**config.mk**
```make
export PLATFORM = sky130hd
export DESIGN_NAME = rdptr_handler
export DESIGN_NICKNAME = d
export VERILOG_FILES = /design/src/rtl/fifo_pkg.sv /design/src/rtl/ptr_sync2ff.sv /design/src/rtl/rdptr_handler.sv
export SDC_FILE = /design/constraint.sdc
export NUM_CORES = 1
export LEC_CHECK = 0
export ABC_AREA = 0
export BUFFER_PORTS_ARGS = -buffer_cell sky130_fd_sc_hd__clkbuf_2
export CORE_AREA = 2 2 41 61
export CTS_CLUSTER_DIAMETER = 200
export CTS_CLUSTER_SIZE = 28
export DETAILED_ROUTE_END_ITERATION = 7
export DIE_AREA = 0 0 43 63
export HOLD_SLACK_MARGIN = 0.1
export PLACE_DENSITY = 0.66
export SYNTH_ARGS = -nofsm -noshare
export SYNTH_HDL_FRONTEND = slang
export SYNTH_SLANG_ARGS = --single-unit
```
**constraint.sdc**
```tcl
create_clock -name rclk -period 2.34 [get_ports rclk]
set_clock_uncertainty 0.05 [all_clocks]
set_input_delay 0.234 -clock rclk [delete_from_list [all_inputs] [get_ports rclk]]
set_output_delay 0.234 -clock rclk [all_outputs]
set_load 0.02 [all_outputs]
```
**src/rtl/fifo_pkg.sv**
```systemverilog
// ---------------------------------------------------------------------------
// fifo_pkg
// Shared definitions for both pointer stages of the asynchronous FIFO.
//   DEF_PTRWIDTH : default address width (FIFO depth = 2**DEF_PTRWIDTH)
//   PTR_MAXW     : widest pointer the conversion helpers handle
//   bin2gray     : binary -> reflected Gray code
//   gray2bin     : reflected Gray code -> binary
// The helpers work on PTR_MAXW-bit values, so they serve any pointer width
// up to PTR_MAXW. Callers zero-extend a narrower pointer on the way in and
// size-cast the result back down. Leading zeros convert to leading zeros in
// both directions, so the low bits of the result are exact.
// ---------------------------------------------------------------------------
package fifo_pkg;

  localparam int DEF_PTRWIDTH = 3;
  localparam int PTR_MAXW     = 16;

  typedef logic [PTR_MAXW-1:0] ptr_max_t;

  function automatic ptr_max_t bin2gray(input ptr_max_t bin);
    return bin ^ (bin >> 1);
  endfunction

  // Each binary bit is the XOR of all Gray bits at or above its position.
  // The loop runs MSB first and carries that running XOR downwards.
  function automatic ptr_max_t gray2bin(input ptr_max_t gray);
    ptr_max_t bin;
    bin[PTR_MAXW-1] = gray[PTR_MAXW-1];
    for (int i = PTR_MAXW - 2; i >= 0; i--) begin
      bin[i] = bin[i+1] ^ gray[i];
    end
    return bin;
  endfunction

endpackage

```
**src/rtl/ptr_sync2ff.sv**
```systemverilog
// ---------------------------------------------------------------------------
// ptr_sync2ff
// Two-flop synchroniser for a Gray-coded pointer crossing clock domains.
// The read side uses it for the write pointer, and the write side uses it
// for the read pointer.
// Parameters:
//   WIDTH   : pointer width in bits
// Ports:
//   clk_i   : destination-domain clock
//   reset_i : synchronous, active-high reset that clears both stages
//   d_i     : pointer from the source domain (asynchronous to clk_i)
//   q_o     : synchronised pointer, two clk_i edges behind d_i
// ---------------------------------------------------------------------------
module ptr_sync2ff #(
  parameter int WIDTH = 4
) (
  input  logic             clk_i,
  input  logic             reset_i,
  input  logic [WIDTH-1:0] d_i,
  output logic [WIDTH-1:0] q_o
);

  logic [WIDTH-1:0] meta_q;
  logic [WIDTH-1:0] sync_q;

  // First stage may go metastable. The second stage gives it a full cycle to
  // settle. Only a single bit of a Gray pointer changes per step, so a late
  // capture yields either the old or the new value, never a mix.
  always_ff @(posedge clk_i) begin
    if (reset_i) begin
      meta_q <= '0;
      sync_q <= '0;
    end else begin
      meta_q <= d_i;
      sync_q <= meta_q;
    end
  end

  assign q_o = sync_q;

endmodule

```
**src/rtl/rdptr_handler.sv**
```systemverilog
// ---------------------------------------------------------------------------
// rdptr_handler
// Read-side pointer stage of the asynchronous FIFO. It brings the write
// domain's Gray pointer across into rclk. It keeps the binary read pointer,
// which is the memory read address, and the Gray read pointer, which goes to
// the write domain. It produces registered empty, almost_empty and occupancy
// outputs.
// Parameters:
//   PTRWIDTH     : address width; pointers are PTRWIDTH+1 bits
//   AE_THRESH    : almost_empty is high while occupancy <= AE_THRESH
// Ports:
//   rclk         : read clock
//   rd_reset     : synchronous, active-high reset
//   r_en         : read request (ignored while empty)
//   g_wrptr      : Gray write pointer from the write domain (async)
//   b_rdptr      : binary read pointer (low PTRWIDTH bits = read address)
//   g_rdptr      : registered Gray read pointer for the write domain
//   empty        : registered empty flag
//   almost_empty : registered almost-empty flag
//   rd_count     : registered occupancy, 0 .. 2**PTRWIDTH
//   underflow    : sticky flag for a read attempted while empty
// Configuration macro:
//   RDPTR_UNDERFLOW_EN : when defined, underflow detection is built in.
//                        When undefined, underflow is tied low.
// ---------------------------------------------------------------------------
module rdptr_handler
  import fifo_pkg::*;
#(
  parameter int PTRWIDTH  = DEF_PTRWIDTH,
  parameter int AE_THRESH = 1
) (
  input  logic              rclk,
  input  logic              rd_reset,
  input  logic              r_en,
  input  logic [PTRWIDTH:0] g_wrptr,
  output logic [PTRWIDTH:0] b_rdptr,
  output logic [PTRWIDTH:0] g_rdptr,
  output logic              empty,
  output logic              almost_empty,
  output logic [PTRWIDTH:0] rd_count,
  output logic              underflow
);

  localparam int                PW       = PTRWIDTH + 1;
  localparam logic [PTRWIDTH:0] AE_LIMIT = PW'(AE_THRESH);

  logic [PTRWIDTH:0] g_wrptr_sync;
  logic [PTRWIDTH:0] b_wrptr_sync;

  logic [PTRWIDTH:0] b_rdptr_q, b_rdptr_d;
  logic [PTRWIDTH:0] g_rdptr_q, g_rdptr_d;
  logic [PTRWIDTH:0] rd_count_q, rd_count_d;
  logic              empty_q, empty_d;
  logic              almost_empty_q, almost_empty_d;
  logic              rd_accept;

  ptr_sync2ff #(
    .WIDTH  (PW)
  ) u_wrptr_sync (
    .clk_i  (rclk),
    .reset_i(rd_reset),
    .d_i    (g_wrptr),
    .q_o    (g_wrptr_sync)
  );

  assign b_wrptr_sync = PW'(gray2bin(PTR_MAXW'(g_wrptr_sync)));

  // The next-state values are computed from the pointer after this edge's
  // read, so the final read sets empty on the same edge. Back-to-back reads
  // therefore stop without overrunning. Occupancy relies on modulo
  // 2**(PTRWIDTH+1) subtraction: the extra MSB separates full from empty.
  always_comb begin
    rd_accept      = r_en && !empty_q;
    b_rdptr_d      = b_rdptr_q;
    if (rd_accept) begin
      b_rdptr_d    = b_rdptr_q + 1'b1;
    end
    g_rdptr_d      = PW'(bin2gray(PTR_MAXW'(b_rdptr_d)));
    empty_d        = (g_rdptr_d == g_wrptr_sync);
    rd_count_d     = b_wrptr_sync - b_rdptr_d;
    almost_empty_d = (rd_count_d <= AE_LIMIT);
  end

  // All outputs are flop outputs. g_rdptr in particular must be glitch-free
  // because the write domain samples it asynchronously.
  always_ff @(posedge rclk) begin
    if (rd_reset) begin
      b_rdptr_q      <= '0;
      g_rdptr_q      <= '0;
      rd_count_q     <= '0;
      empty_q        <= 1'b1;
      almost_empty_q <= 1'b1;
    end else begin
      b_rdptr_q      <= b_rdptr_d;
      g_rdptr_q      <= g_rdptr_d;
      rd_count_q     <= rd_count_d;
      empty_q        <= empty_d;
      almost_empty_q <= almost_empty_d;
    end
  end

  assign b_rdptr      = b_rdptr_q;
  assign g_rdptr      = g_rdptr_q;
  assign rd_count     = rd_count_q;
  assign empty        = empty_q;
  assign almost_empty = almost_empty_q;

`ifdef RDPTR_UNDERFLOW_EN
  logic underflow_q, underflow_d;

  // Once a read is attempted against an empty FIFO, the flag stays set until
  // reset so that software can see the error after the fact.
  always_comb begin
    underflow_d = underflow_q | (r_en & empty_q);
  end

  always_ff @(posedge rclk) begin
    if (rd_reset) begin
      underflow_q <= 1'b0;
    end else begin
      underflow_q <= underflow_d;
    end
  end

  assign underflow = underflow_q;
`else
  assign underflow = 1'b0;
`endif

endmodule

```
==> metrics.cfg, run 1 <==
[placed_design]
gp_congestion = 0.660
portBuffers = 20
place_hpwl_mm = 1.03

[synthesis]
yosysTopAreaCell = dfxtp_1
postSynth.asyncResetShare_pct = 0
synth.area.top_cells = dfxtp_1, xnor2_1, nor2b_1
synth_most_common_cell = dfxtp_1
netlist_instances = 87
synth_edf_count = 0
syn_area_per_cell_um2 = 10.8
syn_area_um2 = 937
synth-main-ff-cell = dfxtp_1
synth_seq_cells = 21
yosysUniqueCellTypes = 29
synth_top_area_share_pct = 44.9
yosysWarnings = 0
yosysSeqAreaShare_pct = 44.9
ys_top_cells_by_count = dfxtp_1, xnor2_1, nor2b_1, nor2_1, xor2_1
syn_nets = 98

[worst_setup_path]
crit_chain = ha_1 -> nand3b_1 -> xor2_2 -> ha_1 -> a31oi_1 -> a21oi_1 -> o41ai_2
cp_data_arrival_time_ns = 2.28
critical_path.top_delay_family = adder cells
critPathBufInv = 0
critPathSlowestCell = dfxtp_1
critPathMostFrequentCell = ha_1
critical_path.max_fanout = 6
required_ns = 2.51
max_stage_delay_ns = 0.47
crit_type = reg2reg
worstSetupEndpointType = flip-flop
cp-start-kind = flip-flop

[power]
netSwitchingFraction_pct = 29.3
power.leakage_nw = 0.501
combPwrFrac_pct = 25.2
p_per_area_nw_per_um2 = 681
power.share.clock_pct = 22.1
seq_power_share_pct = 52.8
p_sw_w = 0.000224
vdd_drop_max_mv = 0.405
p_int_w = 0.000540

[grt]
grt.overflow.total = 0
grt_max_degree = 20
grt_pass1_wl_mm = 2.45
antenna_found_initial = 0
grt_pass1_vias = 632
track_usage_pct = 11.6

[cts]
cts_max_path_buffers = 2
cts_tree = built
insertion_delay_ns = 0.30
clk_pin_slew_ns = 0.11
cts_sinks = 21
cts_root_buf = clkbuf_4
htreeDepth = 1
cts_buffers = 3

[timing]
min_period_ns = 2.11
finalMaxSlewViolations = 0
timing.final.crit_share_pct = 90.2
holdWs_ns = 0.291
hold_viol = 0
rsz0062_at_grt = false
max_freq_mhz = 474
timing.setup.tns_ns = 0
finalSetupViolCount = 0

[cells_and_area]
n_antenna_cell = 0
multi_input_area_um2 = 468
drive_gt1_share_pct = 31.0
seq_area_um2 = 420
syn_to_final_growth_pct = 19.8
nets = 125
n_fill_cell = 218

[route]
drt_wl_total_mm = 1.39
drtIter0Drc = 5
wl_per_cell_um = 10.2
vias = 640
via_per_inst = 4.71
dr.pass1.iters = 2
ant_nets = 0
drc = 0

[floorplan]
row_count = 21
die_area_um2 = 2710
ios = 22
start_util_pct = 42.5
dieWidth_um = 43
die_h_um = 63
fp.coreArea_um2 = 2210

[run]
drv_cap = 0

[hold_path]
hold_path_class = in2reg

[status]
status = finished, final reports clean

## registers in the layout, summed over array words and instances, names as in the netlist
| signal | cells |
|---|---|
| g_rdptr | 3 |
| empty | 1 |
| rd_count | 4 |
| u_wrptr_sync.q_o | 4 |
| u_wrptr_sync.meta_q | 4 |
| b_rdptr | 4 |
| almost_empty | 1 |
## cells in the final DEF, fill, tap and decap left out, types with 2 or more instances in the layout
cell type | synthesis | final
ha_1 | 4 | 4
dlygate4sd3_1 | 0 | 4
buf_4 | 2 | 3
xnor2_1 | 10 | 10
inv_1 | 4 | 4
clkbuf_4 | 0 | 3
nor2b_1 | 9 | 9
clkbuf_2 | 0 | 20
dfxtp_1 | 21 | 21
xor2_1 | 6 | 6
nor2_1 | 8 | 8
xnor2_2 | 2 | 2
## through the flow
step           utilization [%]  setup slack [ns]  instances  cell area, µm²  power, W
3_3_place_gp              47.1             0.215        126            1040  0.000598
4_1_cts                   50.2             0.162        134            1110  0.000776
3_5_place_dp              47.1             0.206        126            1040  0.000602
6_report                  50.9             0.229        136            1120  0.000764
5_1_grt                   50.9            0.0247        136            1120  0.000814
2_1_floorplan                -             0.267         87             937  0.000559
## worst register-to-register path: cells and delay by family, from the launching register on
family          cells  cell delay (ns)
compound gates      3             0.56
simple gates        1             0.14
xor+xnor            1             0.22
flops               1             0.47
fa+ha+maj           2             0.59
## what timing repair did
action / CTS / global route
hold endpoints to repair: 4 / 0
buffers inserted: 0 / 2
endpoints found under the setup margin: 0 / 1
hold buffers: 4 / 0
gates resized for setup: 0 / 0
## logic make-up after synthesis
group                    after synthesis  share of synthesized area [%]
AO/OA/AOI/OAI                          8                           7.08
adder cells (fa/ha/maj)                4                           5.34
buffers and inverters                  9                           5.21
other                                  1                          0.400
AND/OR/NAND/NOR                       23                           13.5
XOR/XNOR                              19                           20.2
flip-flops                            21                           44.9
multiplexers                           2                           3.47
## worst paths after layout
check             cells past startpoint                               from                             end  slack [ns]
setup / recovery                      7              b_rdptr[1]$_SDFF_PP0_         almost_empty$_SDFF_PP1_        0.23
hold / removal                        2                           rd_reset          rd_count[0]$_SDFF_PP0_        0.29
setup reg to reg                      7              b_rdptr[1]$_SDFF_PP0_         almost_empty$_SDFF_PP1_        0.23
hold reg to reg                       1  u_wrptr_sync.meta_q[2]$_SDFF_PP0_  u_wrptr_sync.q_o[2]$_SDFF_PP0_        0.40
## routing by layer
metal	track usage [%]	part of all wire [%]
met5	0	0
met4	6.82	2.2
met3	1.73	3.1
met2	21.0	56
met1	12.1	39
## power groups by stage
| stage | clock (W) | combinational (W) | sequential, W |
|---|---|---|---|
| finish | 0.000169 | 0.000192 | 0.000403 |
| global route | 0.000196 | 0.000211 | 0.000407 |
| CTS | 0.000177 | 0.000195 | 0.000404 |
| detailed placement | 0 | 0.000189 | 0.000412 |
| global placement | 0 | 0.000187 | 0.000411 |
| floorplan | 0 | 0.000117 | 0.000442 |
## layout make-up
type                    instances  area share (%)
well taps                      23            2.56
clock buffers                   3            2.01
multi-input cells              57            41.7
flip-flops and latches         21            37.5
inverters                       4            1.34
clock inverters                 1           0.446
repair buffers                 27            14.5
(Power assumes the default switching activity.)
==> run 2, diff against run 1 <==
CELL_PAD_IN_SITES_DETAIL_PLACEMENT = 0   (was default)
CELL_PAD_IN_SITES_GLOBAL_PLACEMENT = 1   (was default)
CORE_AREA = 2 2 44 66   (was 2 2 41 61)
DIE_AREA = 0 0 46 68   (was 0 0 43 63)
PLACE_DENSITY = default   (was 0.66)
PLACE_DENSITY_LB_ADDON = 0.1   (was default)
==> metrics.cfg, run 2 (synthesis gave the netlist of run 1 again) <==
[route]
drt_wl_total_mm = 1.51  ; +9.0%
via_per_inst = 4.54  ; -3.5%
vias = 604  ; -5.6%
wl_per_cell_um = 11.4  ; +11%
ant_nets = 0  ; unchanged
dr.pass1.iters = 3  ; +1
drtIter0Drc = 21  ; +16
drc = 0  ; unchanged

[cts]
htreeDepth = 1  ; unchanged
post-cts-setup-buffer-count = 0  ; unchanged
cts_max_path_buffers = 2  ; unchanged
clk_pin_slew_ns = 0.07  ; -0.04 ns
cts_sinks = 21  ; unchanged
hold_buffers = 0  ; -4
cts_resized = 0  ; unchanged
cts_tree = built
cts_root_buf = clkbuf_8
insertion_delay_ns = 0.26  ; -0.04 ns
cts_buffers = 3  ; unchanged

[placed_design]
portBuffers = 20  ; unchanged
place_inst = 129  ; +2.4%
place_hpwl_mm = 1.16  ; +13%
gp_congestion = 0.689  ; +4.4%

[power]
p_per_area_nw_per_um2 = 755  ; +11%
vdd_drop_max_mv = 0.347  ; -14%
power.total_w = 0.000827  ; +8.2%
power.leakage_nw = 0.488  ; -2.7%

[cells_and_area]
final_common_cell = dfxtp_1
n_antenna_cell = 0  ; unchanged
nets = 120  ; -4.0%
final_cell_mix = dfxtp_1, clkbuf_2, xnor2_1
n_fill_cell = 277  ; +27%
drive_gt1_share_pct = 30.6  ; -0.42 points
post-route-util_pct = 42.3  ; -8.6 points
finalNonFillerCells = 133  ; -2.2%
syn_to_final_growth_pct = 16.8

[worst_setup_path]
cp-start-kind = flip-flop
worstSetupEndpointType = flip-flop
critical_path.max_fanout = 6  ; unchanged
crit_chain = nor2b_2 -> mux2i_4 -> xor2_1 -> ha_1 -> a21oi_2 -> xnor2_1 -> o41ai_2
cp_data_arrival_time_ns = 2.19  ; -0.09 ns
crit_type = reg2reg
critPathBufInv = 0  ; unchanged
required_ns = 2.46  ; -0.05 ns
critical_path.top_delay_family = multiplexers
critPathSlowestCell = mux2i_4
max_stage_delay_ns = 0.40  ; -0.07 ns

[status]
status = finished, final reports clean

[floorplan]
die_area_um2 = 3130  ; +15%
row_count = 23  ; +9.5%
die_h_um = 68  ; +7.9%
start_util_pct = 36.2  ; -6.3 points
ios = 22  ; unchanged
dieWidth_um = 46  ; +7.0%
fp.coreArea_um2 = 2590  ; +17%

[grt]
track_usage_pct = 11.6  ; -0.041 points
antenna_found_initial = 0  ; unchanged
grt.overflow.total = 0  ; unchanged
grt_max_degree = 20  ; unchanged
grt_pass1_vias = 607  ; -4.0%
grt_pass1_wl_mm = 2.57  ; +4.8%

[timing]
timing.setup.tns_ns = 0  ; unchanged
max_freq_mhz = 482  ; +1.8%
holdWs_ns = 0.129  ; -0.161 ns
timing.final.crit_share_pct = 88.6  ; -1.6 points
hold_viol = 0  ; unchanged
min_period_ns = 2.07  ; -0.0375 ns
finalSetupViolCount = 0  ; unchanged
rsz0062_at_grt = false
finalMaxSlewViolations = 0  ; unchanged

[hold_path]
hold_path_class = in2reg

[run]
drv_cap = 0  ; unchanged

## run 2: cell types whose count changed in the layout (fill, tap and decap cells not counted)
cell	before	now
dlygate4sd3_1	4	0
clkbuf_4	3	0
clkbuf_8	0	3
buf_4	3	2
clkbuf_1	0	1
clkinv_2	1	0
## run 2: routing by layer
metal	vias up	track usage, %	wire (µm)
li1	315	-	-
met3	4	2.37	54
met4	0	7.50	41
met2	16	20.5	778
met1	269	11.8	638
met5	-	0	0
## run 2: layout make-up
cell class	count	area (µm²)	area share, %
Multi-Input combinational cell	57	468	42.7
Sequential cell	21	420	38.4
Clock buffer	4	45.0	4.11
Timing Repair Buffer	22	115	10.5
Inverter	4	15.0	1.37
Tap cell	25	31.3	2.86
## run 2: path summary, 6_finish.rpt
check | start | endpoint | slack, ns | cells after the start
worst max-delay path | empty$_SDFF_PP1_ | almost_empty$_SDFF_PP1_ | 0.27 | 7
worst min-delay path | g_wrptr[1] | u_wrptr_sync.meta_q[1]$_SDFF_PP0_ | 0.13 | 2
worst max register to register | empty$_SDFF_PP1_ | almost_empty$_SDFF_PP1_ | 0.27 | 7
worst min register to register | u_wrptr_sync.meta_q[3]$_SDFF_PP0_ | u_wrptr_sync.q_o[3]$_SDFF_PP0_ | 0.39 | 1
## run 2: power breakdown
part           switching [W]  total, W  internal [W]
sequential         0.0000146  0.000403      0.000388
clock               0.000115  0.000237      0.000121
combinational       0.000105  0.000187     0.0000822
total               0.000235  0.000827      0.000592
## run 2: per-stage QoR
stage               setup WS, ns  cell area (µm²)
CTS                        0.219             1090
global route               0.129             1090
finish                     0.266             1090
floorplan                  0.267              937
detailed placement         0.215             1050
global placement           0.258             1050
